[config.mk]
export PLATFORM = sky130hd
export DESIGN_NAME = tcb_lite_htif_sub_flat
export DESIGN_NICKNAME = d
export VERILOG_FILES = /design/src/rtl/tcb_lite_htif_sub_if.sv /design/src/rtl/tcb_lite_htif_sub.sv /design/src/flat_wrapper.sv
export SDC_FILE = /design/constraint.sdc
export NUM_CORES = 1
export LEC_CHECK = 0
export CAP_MARGIN = 25
export CORE_MARGIN = 5
export CORE_UTILIZATION = 25
export DETAILED_ROUTE_END_ITERATION = 6
export PLACE_DENSITY = 0.39
export SLEW_MARGIN = 20
export SYNTH_ARGS = -nofsm -noshare
export SYNTH_HDL_FRONTEND = slang
export SYNTH_SLANG_ARGS = --single-unit
[constraint.sdc]
create_clock -name clk -period 5.22 [get_ports clk]
set_clock_uncertainty 0.05 [all_clocks]
set_input_delay 1.566 -clock clk [delete_from_list [all_inputs] [get_ports clk]]
set_output_delay 1.566 -clock clk [all_outputs]
set_load 0.05 [all_outputs]
[src/rtl/tcb_lite_htif_sub_if.sv]
// TCB-lite request/response bundle between the LSU manager and the HTIF
// subordinate.
//   vld/rdy : request handshake (transfer when both high)
//   wen     : write enable
//   adr     : byte address
//   siz     : log2 transfer size
//   wdt     : write data
//   rdt     : read data, valid one cycle after the transfer
interface tcb_lite_htif_sub_if #(
  parameter int ADR_W = 5,
  parameter int XLEN  = 32
);
  logic             vld;
  logic             rdy;
  logic             wen;
  logic [ADR_W-1:0] adr;
  logic [1:0]       siz;
  logic [XLEN-1:0]  wdt;
  logic [XLEN-1:0]  rdt;

  modport master (output vld, wen, adr, siz, wdt, input  rdy, rdt);
  modport slave  (input  vld, wen, adr, siz, wdt, output rdy, rdt);
endinterface

[src/rtl/tcb_lite_htif_sub.sv]
// HTIF tohost/fromhost mailbox as a TCB-lite subordinate.
// Lets a core signal test exit and print console characters without a
// behavioural HTIF model.
// Ports:
//   clk      : clock
//   rst      : asynchronous reset, active low
//   tcb      : TCB-lite subordinate side (vld/rdy/wen/adr/siz/wdt/rdt)
//   con_vld  : console byte valid (FIFO not empty)
//   con_rdy  : console byte ready (pops the FIFO head)
//   con_dat  : console byte (FIFO head)
//   exit_vld : sticky test-finished flag
//   exit_cod : exit code, 0 means pass
// Register map (word offsets):
//   0x00 TOHOST_LO, 0x04 TOHOST_HI, 0x08 FROMHOST_LO, 0x0C FROMHOST_HI,
//   0x10 STATUS {16'h0, count[7:0], 5'h0, exit_vld, full, empty}
module tcb_lite_htif_sub #(
  parameter int ADR_W  = 5,
  parameter int FIFO_D = 8,
  parameter int XLEN   = 32
) (
  input  logic                   clk,
  input  logic                   rst,
  tcb_lite_htif_sub_if.slave     tcb,
  output logic                   con_vld,
  input  logic                   con_rdy,
  output logic [7:0]             con_dat,
  output logic                   exit_vld,
  output logic [30:0]            exit_cod
);

  localparam int PTR_W = $clog2(FIFO_D);
  localparam int CNT_W = PTR_W + 1;
  localparam int WRD_W = ADR_W - 2;

  localparam logic [WRD_W-1:0] W_TOHOST_LO   = WRD_W'(0);
  localparam logic [WRD_W-1:0] W_TOHOST_HI   = WRD_W'(1);
  localparam logic [WRD_W-1:0] W_FROMHOST_LO = WRD_W'(2);
  localparam logic [WRD_W-1:0] W_FROMHOST_HI = WRD_W'(3);
  localparam logic [WRD_W-1:0] W_STATUS      = WRD_W'(4);

  // mailbox registers
  logic [31:0]      tohost_lo_reg;
  logic [31:0]      tohost_hi_reg;
  logic [31:0]      fromhost_lo_reg;
  logic [31:0]      fromhost_hi_reg;
  logic             exit_vld_reg;
  logic [30:0]      exit_cod_reg;
  logic [XLEN-1:0]  rdt_reg;

  // console FIFO
  logic [7:0]       fifo_mem [FIFO_D];
  logic [PTR_W-1:0] wr_ptr_reg;
  logic [PTR_W-1:0] rd_ptr_reg;
  logic [CNT_W-1:0] cnt_reg;

  logic             fifo_empty;
  logic             fifo_full;
  logic             push;
  logic             pop;

  logic             trn;
  logic             wr_ok;
  logic [WRD_W-1:0] word;
  logic             hi_req;
  logic             is_putchar;
  logic             is_exit_cmd;
  logic             lo_wr;
  logic             hi_wr;
  logic             fl_wr;
  logic             fh_wr;
  logic             exit_set;
  logic [30:0]      exit_cod_next;
  logic [XLEN-1:0]  rd_data;
  logic [31:0]      status;

  assign word  = tcb.adr[ADR_W-1:2];
  // only aligned full-word writes change state; others are still handshaken
  assign wr_ok = tcb.wen && (tcb.siz == 2'd2) && (tcb.adr[1:0] == 2'b00);

  // command word is {wdt, TOHOST_LO}: device in wdt[31:24], cmd in wdt[23:16]
  assign is_putchar  = (tcb.wdt[31:24] == 8'd1) && (tcb.wdt[23:16] == 8'd1);
  assign is_exit_cmd = (tcb.wdt[31:24] == 8'd0) && tohost_lo_reg[0];

  assign fifo_empty = (cnt_reg == '0);
  assign fifo_full  = (cnt_reg == CNT_W'(FIFO_D));
  assign pop        = !fifo_empty && con_rdy;

  // Stall a putchar only when the FIFO is full and no slot frees this cycle.
  assign hi_req  = tcb.vld && wr_ok && (word == W_TOHOST_HI);
  assign tcb.rdy = !(hi_req && is_putchar && fifo_full && !pop);

  assign trn   = tcb.vld && tcb.rdy;
  assign lo_wr = trn && wr_ok && (word == W_TOHOST_LO);
  assign hi_wr = trn && wr_ok && (word == W_TOHOST_HI);
  assign fl_wr = trn && wr_ok && (word == W_FROMHOST_LO);
  assign fh_wr = trn && wr_ok && (word == W_FROMHOST_HI);
  assign push  = hi_wr && is_putchar;

  // Exit is sticky: the first qualifying write wins, later ones are ignored.
  always_comb begin
    exit_set      = 1'b0;
    exit_cod_next = exit_cod_reg;
    if (!exit_vld_reg) begin
      if (lo_wr && tcb.wdt[0] && (tohost_hi_reg == '0)) begin
        exit_set      = 1'b1;
        exit_cod_next = tcb.wdt[31:1];
      end else if (hi_wr && is_exit_cmd) begin
        exit_set      = 1'b1;
        exit_cod_next = tohost_lo_reg[31:1];
      end
    end
  end

  assign status = {16'h0, 8'(cnt_reg), 5'h0, exit_vld_reg, fifo_full, fifo_empty};

  always_comb begin
    rd_data = '0;
    case (word)
      W_TOHOST_LO:   rd_data = tohost_lo_reg;
      W_TOHOST_HI:   rd_data = tohost_hi_reg;
      W_FROMHOST_LO: rd_data = fromhost_lo_reg;
      W_FROMHOST_HI: rd_data = fromhost_hi_reg;
      W_STATUS:      rd_data = status;
      default:       rd_data = '0;
    endcase
  end

  // mailbox registers and read response
  always_ff @(posedge clk or negedge rst) begin
    if (!rst) begin
      tohost_lo_reg   <= '0;
      tohost_hi_reg   <= '0;
      fromhost_lo_reg <= '0;
      fromhost_hi_reg <= '0;
      exit_vld_reg    <= 1'b0;
      exit_cod_reg    <= '0;
      rdt_reg         <= '0;
    end else begin
      if (trn && !tcb.wen) begin
        rdt_reg <= rd_data;
      end
      if (lo_wr) begin
        tohost_lo_reg <= tcb.wdt;
      end
      if (hi_wr) begin
        if (is_putchar) begin
          // acknowledge the character the way the HTIF host does
          tohost_lo_reg   <= '0;
          tohost_hi_reg   <= '0;
          fromhost_lo_reg <= '0;
          fromhost_hi_reg <= 32'h0101_0000;
        end else begin
          tohost_hi_reg <= tcb.wdt;
        end
      end
      if (fl_wr) begin
        fromhost_lo_reg <= tcb.wdt;
      end
      if (fh_wr) begin
        fromhost_hi_reg <= tcb.wdt;
      end
      if (exit_set) begin
        exit_vld_reg <= 1'b1;
        exit_cod_reg <= exit_cod_next;
      end
    end
  end

  // console FIFO storage
  always_ff @(posedge clk or negedge rst) begin
    if (!rst) begin
      for (int i = 0; i < FIFO_D; i++) begin
        fifo_mem[i] <= '0;
      end
    end else if (push) begin
      fifo_mem[wr_ptr_reg] <= tohost_lo_reg[7:0];
    end
  end

  // pointers wrap naturally because FIFO_D is a power of two
  always_ff @(posedge clk or negedge rst) begin
    if (!rst) begin
      wr_ptr_reg <= '0;
      rd_ptr_reg <= '0;
      cnt_reg    <= '0;
    end else begin
      if (push) begin
        wr_ptr_reg <= wr_ptr_reg + 1'b1;
      end
      if (pop) begin
        rd_ptr_reg <= rd_ptr_reg + 1'b1;
      end
      case ({push, pop})
        2'b10:   cnt_reg <= cnt_reg + 1'b1;
        2'b01:   cnt_reg <= cnt_reg - 1'b1;
        default: cnt_reg <= cnt_reg;
      endcase
    end
  end

  assign tcb.rdt  = rdt_reg;
  assign con_vld  = !fifo_empty;
  assign con_dat  = fifo_mem[rd_ptr_reg];
  assign exit_vld = exit_vld_reg;
  assign exit_cod = exit_cod_reg;

endmodule

[src/flat_wrapper.sv]
// flat-port wrapper written by rule: the top's interface ports become plain ports
module tcb_lite_htif_sub_flat 
#(
  parameter int ADR_W  = 5,
  parameter int FIFO_D = 8,
  parameter int XLEN   = 32
)
  (clk, rst, con_vld, con_rdy, con_dat, exit_vld, exit_cod, tcb_vld, tcb_wen, tcb_adr, tcb_siz, tcb_wdt, tcb_rdy, tcb_rdt);
  tcb_lite_htif_sub_if #(.ADR_W(ADR_W), .XLEN(XLEN)) tcb_i ();
  input  logic clk;
  input  logic rst;
  output logic con_vld;
  input  logic con_rdy;
  output logic [7:0] con_dat;
  output logic exit_vld;
  output logic [30:0] exit_cod;
  input wire logic [$bits(tcb_i.vld)-1:0] tcb_vld;
  input wire logic [$bits(tcb_i.wen)-1:0] tcb_wen;
  input wire logic [$bits(tcb_i.adr)-1:0] tcb_adr;
  input wire logic [$bits(tcb_i.siz)-1:0] tcb_siz;
  input wire logic [$bits(tcb_i.wdt)-1:0] tcb_wdt;
  output wire logic [$bits(tcb_i.rdy)-1:0] tcb_rdy;
  output wire logic [$bits(tcb_i.rdt)-1:0] tcb_rdt;
  assign tcb_i.vld = tcb_vld;
  assign tcb_i.wen = tcb_wen;
  assign tcb_i.adr = tcb_adr;
  assign tcb_i.siz = tcb_siz;
  assign tcb_i.wdt = tcb_wdt;
  assign tcb_rdy = tcb_i.rdy;
  assign tcb_rdt = tcb_i.rdt;
  tcb_lite_htif_sub #(.ADR_W(ADR_W), .FIFO_D(FIFO_D), .XLEN(XLEN)) u_core (.clk(clk), .rst(rst), .tcb(tcb_i), .con_vld(con_vld), .con_rdy(con_rdy), .con_dat(con_dat), .exit_vld(exit_vld), .exit_cod(exit_cod));
endmodule
==> results of run 1 <==
-- metal layers --
layer	vias to the layer above	global-route usage (%)	part of all wire, %
met3	51	3.52	4.7
met2	198	24.2	46
met1	4420	21.0	47
met5	-	0	0.020
met4	2	3.65	2.0
li1	4015	-	-
-- where the power goes --
| part | internal [mW] | switching, mW | leakage, nW |
|---|---|---|---|
| combinational | 0.247 | 0.357 | 2.85 |
| clock | 1.42 | 0.910 | 0.552 |
| sequential | 2.16 | 0.109 | 3.67 |
-- cell type report --
type / instances / area [um2] / area share [%]
Tap cell: 607 / 759 / 5.00
Timing Repair Buffer: 180 / 1710 / 11.3
Inverter: 3 / 11.3 / 0.0741
Multi-Input combinational cell: 679 / 4940 / 32.5
Sequential cell: 266 / 6660 / 43.8
Clock inverter: 4 / 20.0 / 0.132
Clock buffer: 54 / 1090 / 7.17
-- path summary, 6_finish.rpt --
kind | startpoint | endpoint | slack, ns | cells past startpoint
worst max-delay path | tcb_wdt[18] | tcb_rdy | 0.09 | 6
worst min-delay path | u_core.exit_cod[14] | u_core.exit_cod[14] | 0.42 | 1
worst max register to register | u_core.cnt_reg[1] | u_core.cnt_reg[2] | 2.36 | 11
worst min register to register | u_core.exit_cod[14] | u_core.exit_cod[14] | 0.42 | 1
max in group asynchronous | rst | u_core.tcb.rdt[17] | 3.17 | 2
min in group asynchronous | rst | u_core.exit_cod[27] | 1.00 | 1
-- cell usage after synthesis, drive strengths merged, types with 8 or more instances --
library cell	instances	area, um2
buf	13	52.6
a21o	31	233
clkbuf	69	259
nor4	12	90.1
dfrtp	266	6660
nor3	8	50.1
nand2	181	679
mux2i	19	190
nor2	33	124
a21oi	17	85.1
nand3	17	85.1
o21ai	95	475
a221oi	26	228
a22o	90	788
mux2	75	845
mux4	20	450
-- metrics by stage --
stage               cells  setup WS, ns  hold slack (ns)
floorplan            1030         0.543            0.402
global placement     1733         0.143            0.411
detailed placement   1735         0.119            0.416
CTS                  1793        0.0722            0.430
global route         1793        0.0273            0.448
finish               1793        0.0899            0.424
-- cell families after synthesis --
kind of cell	synth area share (%)
compound gates	16.0
xor+xnor	0.739
fa+ha+maj	0.528
buf+inv	2.72
flops	56.2
mux	12.5
simple gates	11.4
-- cells in the final DEF (no fill, tap or decap), types with 26 or more instances in the layout --
cell,netlist,layout
a22o_1,90,90
mux2_2,74,74
o21ai_0,95,95
buf_4,0,59
nor2_1,33,30
clkdlybuf4s50_1,0,115
a21o_1,31,31
clkbuf_16,0,37
nand2_1,181,181
dfrtp_1,266,266
a221oi_1,26,26
-- worst max-delay path: cells and delay by family --
family,cells,cell delay (ns)
buffers and inverters,2,0.71
AND/OR/NAND/NOR,4,1.24
==> impl_metrics.ini, run 1 <==
[finish]
stdcell_area_um2 = 15200
fill_cells = 4774
drive_gt1_share_pct = 19.5
area_growth_pct = 28.2
largest_register = u_core.fifo_mem
largest_register_ffs = 64
fin_nets = 1213
antenna_cells = 0
utilization_pct = 32.5

[critical_path]
endpoint_kind = primary output
startpoint_type = input port
worst-setup-path-type = in -> out
crit_chain = clkdlybuf4s50_1, nor4b_1, nand4_1, nor2_1, nand2_1, buf_4
critPathArrivalTime_ns = 3.51
path_max_fanout = 2
max_stage_delay_ns = 0.49
required_ns = 3.60
slowest_stage = clkdlybuf4s50_1

[logic_synthesis]
ys_async_sr_fraction_pct = 100
postSynthAreaPerCell_um2 = 11.5
ys_types = 47
syn_area_um2 = 11900
synth-edff-count = 0
synth-seq-cells = 266
synth_nets = 1079
syn_inst = 1030
yosysSeqAreaShare_pct = 56.2
ys_warn_count = 0
synth_flop_cell = dfrtp_1

[cts]
cts.sinks = 266
cts_max_level = 2
post_cts_resized = 0
root_buffer = clkbuf_16
cts_buffers = 34
cts_setup_buffers = 0
clkLatencyLatePin_ns = 0.53
cts_tree = built
path_clk_slew_ns = 0.05
cts_buffer_depth = 3
holdBufCountCts = 0

[routing]
first_iter_violations = 592
viasPerCell = 4.84
via_count = 8686
drtPass1Iterations = 7
wl_per_cell_um = 22.2
drt_wl_total_mm = 39.9
drtAntennaViolNets = 0
drcViolationCount = 0

[sta]
relSlewSlack_pct = 35.1
period_needed_ns = 5.13
tns_ns = 0
hold_violations = 0
final_max_slew_viol_count = 0
finalSetupViolCount = 0
min_period_over_period_pct = 98.3
tightestPinTransition_ns = 0.972
fmax_mhz = 195
rsz0062_at_grt = no

[power_and_ir_drop]
power.total_mw = 5.20
power_density_nw_per_um2 = 343
vdd_ir_drop_max_mv = 0.189
p_leak_nw = 7.08

[die]
die_w_um = 228
rows = 79
die_area_um2 = 51900
io_pins = 118
start_util_pct = 25.4
die_h_um = 228
core_um2 = 46800

[global_route]
grt_pass1_wl_mm = 61.7
overflow = 0
antenna_found_initial = 1
grt_pass1_vias = 9327
grt_max_degree = 99
grt.total_usage_pct = 15.2

[place]
place_congestion = 0.749
detailed_place_hpwl_mm = 26.1
port_buffers = 117
dpl-instance-area_um2 = 14100

[min_path]
hold_class = reg -> reg

[status]
status = finished, final reports clean

[job]
max_cap_viol_count = 0
Note: power is estimated with default switching activity, not from simulation.
==> inputs of run 2 (changes only) <==
- PLACE_DENSITY: 0.39 -> 0.41
- clock period: 5.22 -> 4.7 ns (I/O delays scaled with it)
==> run 2 against run 1 <==
Against the previous run: combinational power up 12%; core utilization up 0.22 points; via count up 1.4%; critical path depth up 2; clock power up 15%; register-to-register slack worse by 0.30 ns; sequential cell count unchanged; die area unchanged; total power up 13%; hold slack about the same; global-route usage down 0.13 points; sequential power up 11%; largest cell class unchanged.
==> impl_metrics.ini, run 2 (synthesis gave the netlist of run 1 again) <==
[finish]
seqCellArea_um2 = 6660
area_growth_pct = 29.0
final_common_cell = dfrtp_1
fill_cells = 4699
antenna_cells = 0
largest_register_ffs = 64
drive_gt1_share_pct = 20.2
largest_register = u_core.fifo_mem
fin_nets = 1220
multi_input_area_um2 = 4950
layout_common_cells = 266 x dfrtp_1, 181 x nand2_1, 115 x clkdlybuf4s50_1, 95 x o21ai_0, 90 x a22o_1

[power_and_ir_drop]
power_density_nw_per_um2 = 384
vdd_ir_drop_max_mv = 0.218
p_leak_nw = 7.13
power.total_mw = 5.88

[die]
die_w_um = 228
core_um2 = 46800
die_h_um = 228
rows = 79
start_util_pct = 25.4
io_pins = 118
die_area_um2 = 51900

[sta]
min_period_over_period_pct = 97.0
final_max_slew_viol_count = 0
finalSetupViolCount = 0
rsz0062_at_grt = no
hold_violations = 0
tightestPinTransition_ns = 0.848
relSlewSlack_pct = 43.4
period_needed_ns = 4.56
tns_ns = 0
fmax_mhz = 219

[cts]
clkLatencyLatePin_ns = 0.52
cts_buffer_depth = 3
path_clk_slew_ns = 0.05
cts.sinks = 266
root_buffer = clkbuf_16
cts_buffers = 34
cts_max_level = 2
cts_setup_buffers = 0
holdBufCountCts = 0
cts_tree = built
post_cts_resized = 0

[routing]
drtAntennaViolNets = 0
via_count = 8811
drcViolationCount = 0
drt_wl_total_mm = 39.7
viasPerCell = 4.90
drtPass1Iterations = 5
first_iter_violations = 559
wl_per_cell_um = 22.1

[critical_path]
crit_chain = clkdlybuf4s50_1, nor4b_2, buf_4, nand4_1, buf_4, nor2_1, nand2_1, buf_4
startpoint_type = input port
critPathArrivalTime_ns = 3.10
slowest_stage = clkdlybuf4s50_1
endpoint_kind = primary output
required_ns = 3.24
critPathTopFamily = buffers and inverters
path_max_fanout = 2
worst-setup-path-type = in -> out
crit_top_cell = buf_4
critical_path_buf_inv_count = 4
max_stage_delay_ns = 0.48

[place]
port_buffers = 117
detailed_place_hpwl_mm = 25.5
place_congestion = 0.748

[global_route]
grt_pass1_vias = 9165
overflow = 0
grt_max_degree = 97
grt_pass1_wl_mm = 61.0
antenna_found_initial = 0
grt.total_usage_pct = 15.0

[status]
status = finished, final reports clean

[min_path]
hold_class = reg -> reg

[job]
max_cap_viol_count = 0
run 2: cell types whose count changed in the layout (fill, tap and decap cells not counted), sizes merged:
cell	delta
buf	+7
bufinv	+3
clkbuf	-6
inv	+1
run 2: area by class of cell:
type	instances	area share [%]
Tap cell	607	4.97
Multi-Input combinational cell	679	32.4
Clock buffer	48	6.63
Inverter	3	0.0736
Timing Repair Buffer	187	11.6
Sequential cell	266	43.5
Clock inverter	8	0.802
run 2: worst paths after layout:
path | from | end | slack (ns) | depth (start not counted)
hold reg to reg | u_core.tcb.rdt[10] | u_core.tcb.rdt[10] | 0.42 | 2
setup / recovery | tcb_wdt[18] | tcb_rdy | 0.14 | 8
min in group asynchronous | rst | u_core.fifo_mem[36] | 0.82 | 1
setup reg to reg | u_core.cnt_reg[1] | u_core.cnt_reg[3] | 2.06 | 11
max in group asynchronous | rst | u_core.exit_cod[17] | 2.79 | 2
hold / removal | u_core.tcb.rdt[10] | u_core.tcb.rdt[10] | 0.42 | 2
run 2: per-stage QoR:
step / util, % / instance area, um2 / hold slack [ns] / setup slack, ns / cells
detailed placement: 30.3 / 14200 / 0.416 / 0.0723 / 1742
finish: 32.7 / 15300 / 0.424 / 0.143 / 1798
global placement: 30.2 / 14100 / 0.413 / 0.0801 / 1741
floorplan: - / 11900 / 0.402 / 0.179 / 1030
CTS: 32.7 / 15300 / 0.429 / 0.0684 / 1798
global route: 32.7 / 15300 / 0.439 / 0.0216 / 1798
run 2: worst register-to-register path: cells and delay by family (launching register included):
| kind | cells | cell delay (ns) |
|---|---|---|
| muxes | 1 | 0.07 |
| adders and majority gates | 1 | 0.18 |
| AOI/OAI and AO/OA | 1 | 0.35 |
| and+or+nand+nor | 4 | 0.80 |
| xor gates and xnor gates | 1 | 0.15 |
| buffers and inverters | 3 | 0.46 |
| DFF | 1 | 0.46 |
run 2: power by group:
| part | total, mW | switching, mW | internal [mW] |
|---|---|---|---|
| combinational | 0.678 | 0.400 | 0.278 |
| clock | 2.69 | 1.03 | 1.66 |
| sequential | 2.51 | 0.119 | 2.40 |
run 2: layer usage:
layer	GRT usage (%)	wire length, um
met1	21.5	18900
met2	23.7	18100
met3	2.88	1840
met4	3.50	805
met5	0	0
